===== config.mk =====
export PLATFORM = sky130hd
export DESIGN_NAME = i2c_wb_arbiter
export DESIGN_NICKNAME = d
export VERILOG_FILES = /design/src/rtl/i2c_wb_arbiter.sv
export SDC_FILE = /design/constraint.sdc
export NUM_CORES = 1
export LEC_CHECK = 0
export ABC_CLOCK_PERIOD_IN_PS = 2100
export CAP_MARGIN = 20
export CORE_MARGIN = 4
export CORE_UTILIZATION = 35
export CTS_BUF_LIST = sky130_fd_sc_hd__clkbuf_8 sky130_fd_sc_hd__clkbuf_16
export CTS_CLUSTER_DIAMETER = 200
export DETAILED_ROUTE_END_ITERATION = 7
export HOLD_SLACK_MARGIN = 0.1
export PLACE_DENSITY_LB_ADDON = 0.15
export SETUP_SLACK_MARGIN = 0.1
export SLEW_MARGIN = 40
export SYNTH_ARGS = -nofsm -noshare
export SYNTH_HDL_FRONTEND = slang
export SYNTH_SLANG_ARGS = --single-unit

===== constraint.sdc =====
create_clock -name clk -period 2.1 [get_ports clk]
set_input_delay 0.42 -clock clk [delete_from_list [all_inputs] [get_ports clk]]
set_output_delay 0.42 -clock clk [all_outputs]
set_load 0.02 [all_outputs]

===== src/rtl/i2c_wb_arbiter.sv =====
// Two-port wishbone arbiter in front of the I2C master core register port.
// Whole-transaction grants, round-robin priority, and revocation of a hung grant.
module i2c_wb_arbiter #(
    parameter logic [15:0] TIMEOUT_CYC = 16'd4096
) (
    input  logic       clk,
    input  logic       rst,
    input  logic [2:0] m0_adr_i,
    input  logic [7:0] m0_dat_i,
    output logic [7:0] m0_dat_o,
    input  logic       m0_we_i,
    input  logic       m0_stb_i,
    input  logic       m0_cyc_i,
    output logic       m0_ack_o,
    input  logic [2:0] m1_adr_i,
    input  logic [7:0] m1_dat_i,
    output logic [7:0] m1_dat_o,
    input  logic       m1_we_i,
    input  logic       m1_stb_i,
    input  logic       m1_cyc_i,
    output logic       m1_ack_o,
    output logic [2:0] s_adr_o,
    output logic [7:0] s_dat_o,
    input  logic [7:0] s_dat_i,
    output logic       s_we_o,
    output logic       s_stb_o,
    output logic       s_cyc_o,
    input  logic       s_ack_i,
    output logic [1:0] grant,
    output logic       timeout
);

    typedef enum logic [1:0] {IDLE, OWN0, OWN1, GAP} state_t;

    state_t      state, state_next;
    logic        last_owner, last_owner_next;
    logic        block0, block0_next;
    logic        block1, block1_next;
    logic [15:0] counter, counter_next;
    logic        timeout_next;

    logic eligible0, eligible1;
    logic own_idx, own_cyc, own_stb;
    logic sel0, sel1;

    assign eligible0 = m0_cyc_i & ~block0;
    assign eligible1 = m1_cyc_i & ~block1;
    assign own_idx   = (state == OWN1);
    assign own_cyc   = own_idx ? m1_cyc_i : m0_cyc_i;
    assign own_stb   = own_idx ? m1_stb_i : m0_stb_i;

    // NOTE: every signal gets a default before the case so no path can leave it unassigned (no latches).
    always_comb begin
        state_next      = state;
        last_owner_next = last_owner;
        block0_next     = block0 & m0_cyc_i;
        block1_next     = block1 & m1_cyc_i;
        counter_next    = 16'd0;
        timeout_next    = 1'b0;

        case (state)
            IDLE: begin
                if (eligible0 && eligible1)
                    state_next = last_owner ? OWN0 : OWN1;
                else if (eligible0)
                    state_next = OWN0;
                else if (eligible1)
                    state_next = OWN1;
            end
            OWN0, OWN1: begin
                if (!own_cyc) begin
                    last_owner_next = own_idx;
                    state_next      = GAP;
                end else if (own_stb || s_ack_i) begin
                    counter_next = 16'd0;
                end else if (counter == TIMEOUT_CYC - 16'd1) begin
                    // Hung owner: revoke and keep it out until it drops cyc.
                    timeout_next    = 1'b1;
                    last_owner_next = own_idx;
                    state_next      = GAP;
                    if (own_idx)
                        block1_next = 1'b1;
                    else
                        block0_next = 1'b1;
                end else begin
                    counter_next = counter + 16'd1;
                end
            end
            GAP:     state_next = IDLE;
            default: state_next = IDLE;
        endcase
    end

    // NOTE: sequential state uses non-blocking assignments so all registers update from pre-edge values.
    always_ff @(posedge clk) begin
        if (rst) begin
            state      <= IDLE;
            last_owner <= 1'b1;
            block0     <= 1'b0;
            block1     <= 1'b0;
            counter    <= 16'd0;
            timeout    <= 1'b0;
        end else begin
            state      <= state_next;
            last_owner <= last_owner_next;
            block0     <= block0_next;
            block1     <= block1_next;
            counter    <= counter_next;
            timeout    <= timeout_next;
        end
    end

    // Outputs are forced quiet while reset is held, even before the state register clears.
    assign sel0  = (state == OWN0) && !rst;
    assign sel1  = (state == OWN1) && !rst;
    assign grant = {sel1, sel0};

    always_comb begin
        s_adr_o  = 3'd0;
        s_dat_o  = 8'd0;
        s_we_o   = 1'b0;
        s_stb_o  = 1'b0;
        s_cyc_o  = 1'b0;
        m0_ack_o = 1'b0;
        m0_dat_o = 8'd0;
        m1_ack_o = 1'b0;
        m1_dat_o = 8'd0;
        if (sel0) begin
            s_adr_o  = m0_adr_i;
            s_dat_o  = m0_dat_i;
            s_we_o   = m0_we_i;
            s_stb_o  = m0_stb_i;
            s_cyc_o  = m0_cyc_i;
            m0_ack_o = s_ack_i;
            m0_dat_o = s_dat_i;
        end else if (sel1) begin
            s_adr_o  = m1_adr_i;
            s_dat_o  = m1_dat_i;
            s_we_o   = m1_we_i;
            s_stb_o  = m1_stb_i;
            s_cyc_o  = m1_cyc_i;
            m1_ack_o = s_ack_i;
            m1_dat_o = s_dat_i;
        end
    end

endmodule


==> metrics <==
Worst-Margin Slew 0.421 ns; CTS max path bufs 2; Pleak 1.04 nW; I/O Pins 74; gp weighted congestion 0.855; Routed Antenna Nets 0; Peak VDD IR 0.000592 V; dpl hpwl 3310 um; DR DRC count 0; worst endpoint data arrival time 1.62 ns; final worst slack 0.0564 ns; Synth async-reset ratio 0%; final setup violation count 0; placed cell count 299; syn_nets 210; Synth Register Bits 22; hold_sp counter[0]; Layout Skew 0.00393 ns; 1st-pass router iterations 4; pre-CTS setup slack -0.504 ns; Power Dens Cells 750 nW/um2; top cell type's share of synthesized area 32.8%; total grt overflow 0; global-route wire length before repair 7290 um; FILL cells 306; synth top area cells dfxtp_1 (33%), and2_1 (8.8%), a22o_1 (7.8%); die area 4890 um2; Post-CTS Hold Buffers 0; post-synth top area cell dfxtp_1; Setup crit start kind flip-flop; GRT Total Usage 18.5%; worst path required time 1.68 ns; wire length per cell 15.2 um; row cnt 22; CORE AREA 3690 um2; # diodes 0; Post-synth EDFFs 0; # H-tree levels 1; crit path from state[0]; largest net degree at the start of global routing 17; TritonCTS clock tree done; Avg Cell Area, Syn 8.10 um2; Initial DRC Count 70; PortBufs 73; Clk Latency, worst-skew pair 0.27 ns; Synth top cells by count nor2_1 (24), dfxtp_1 (22), and2_1 (19); Mapped Cells 166; Hold Vio Cnt, Final 0; Post-Layout Cell Count 311; RSZ-0062 raised after global routing yes; Max Cap Viol 0; Hold WC Path Type reg2reg; routed vias 1505; Initial Utilization 36.4%; P&R area growth vs syn 87.4%; min Tclk post-route 2.04 ns; Die Y 70.0 um; initial antenna violation count 0; TritonCTS Buffers 3; Max Fclk 489 MHz; relative slew slack 71.7%; Worst Setup End Kind output pin; Sinks on Clock Net 22; mapped cell area 1340 um2; Crit Path Class reg2out; Reg clk slew, reported paths 0.08 ns; Post-synth top flop dfxtp_1; fraction of layout cells with a size suffix above 1 34.6%; critical-path maximum fanout 5; Final Core Density 68.3%; Final #Nets 308; Worst R2R Start counter[13]; vias in the first global route 1439; distinct cell type count after synthesis 35; total of warnings raised by yosys 0; vias per cell 4.84; sequential share of the synthesized area 32.8%; status finished clean; root buffer selected by CTS clkbuf_8; Slew Limit Fails 0; most frequent cell after synthesis nor2_1; die width 70.0 um; Final Cycle Share 97.3%; routed wire length 4720 um
## through the flow
step	hold WS, ns	power (mW)	TNS, ns	area, um2
floorplan	0.426	0.903	0	1350
global placement	0.439	1.28	-13.75	2250
detailed placement	0.452	1.28	-14.27	2250
CTS	0.472	1.76	0	2370
global route	0.493	1.99	-0.0205	2520
finish	0.468	1.89	0	2520
## flip-flops by register name (all words and copies together), names as in the netlist
name	count
block0	1
block1	1
counter	16
last_owner	1
state	2
timeout	1
## kinds of logic after synthesis
kind of cell / Yosys count / synth area share, %
mux: 2 / 1.49
flops: 22 / 32.8
fa+ha+maj: 5 / 4.66
buf+inv: 15 / 4.84
xor+xnor: 14 / 9.12
compound gates: 27 / 15.5
simple gates: 81 / 31.7
## power by group
part	switching, mW	internal, mW
Combinational	0.479	0.547
Sequential	0.0186	0.444
Clock	0.146	0.255
Total	0.643	1.25
## layout make-up
type	instances	area (um2)	area share (%)
repair buffers	102	965	38.3
multi-input cells	129	955	37.9
flip-flops and latches	22	445	17.7
well taps	48	60.1	2.38
clock buffers	3	41.3	1.64
clock inverters	1	30.0	1.19
inverters	6	22.5	0.894
## worst paths after layout
| path | cells after the start | slack [ns] | endpoint |
|---|---|---|---|
| max | 8 | 0.06 | m1_dat_o[1] |
| min | 1 | 0.47 | counter[0] |
| max reg2reg | 5 | 0.08 | last_owner |
| min reg2reg | 1 | 0.47 | counter[0] |
## what timing repair did
item                       4_1_cts  5_1_grt
cloned                           4        0
setup endpoints to repair       36       53
buffers inserted                 1        3
gates resized for setup        178       43
hold endpoints to repair         0        0
pin swaps                        2       16
## placed cells by master, fill, tap and decap left out, types with 9 or more instances in the layout
| cell | n |
|---|---|
| clkdlybuf4s50_1 | 38 |
| dfxtp_1 | 18 |
| buf_4 | 25 |
| xor2_1 | 10 |
| and2_1 | 12 |
| nor2_1 | 24 |
| buf_6 | 29 |
| nand2_1 | 9 |
| a22o_1 | 12 |
## critical path, stage by stage, from the launching register on
cell	delay [ns]
dfxtp_2	0.33
inv_2	0.07
ha_4	0.12
nor2b_4	0.13
nor2b_4	0.23
buf_6	0.15
buf_6	0.09
and2_4	0.13
buf_6	0.11
## metal layers
layer  track usage (%)  share of wire (%)  vias up
met2              29.8                 45       62
met4              7.45                1.8        0
met3              4.46                7.7        7
met5                 0                  0        -
met1              23.5                 46      674
li1                  -                  -      762
(Power assumes the default switching activity.)
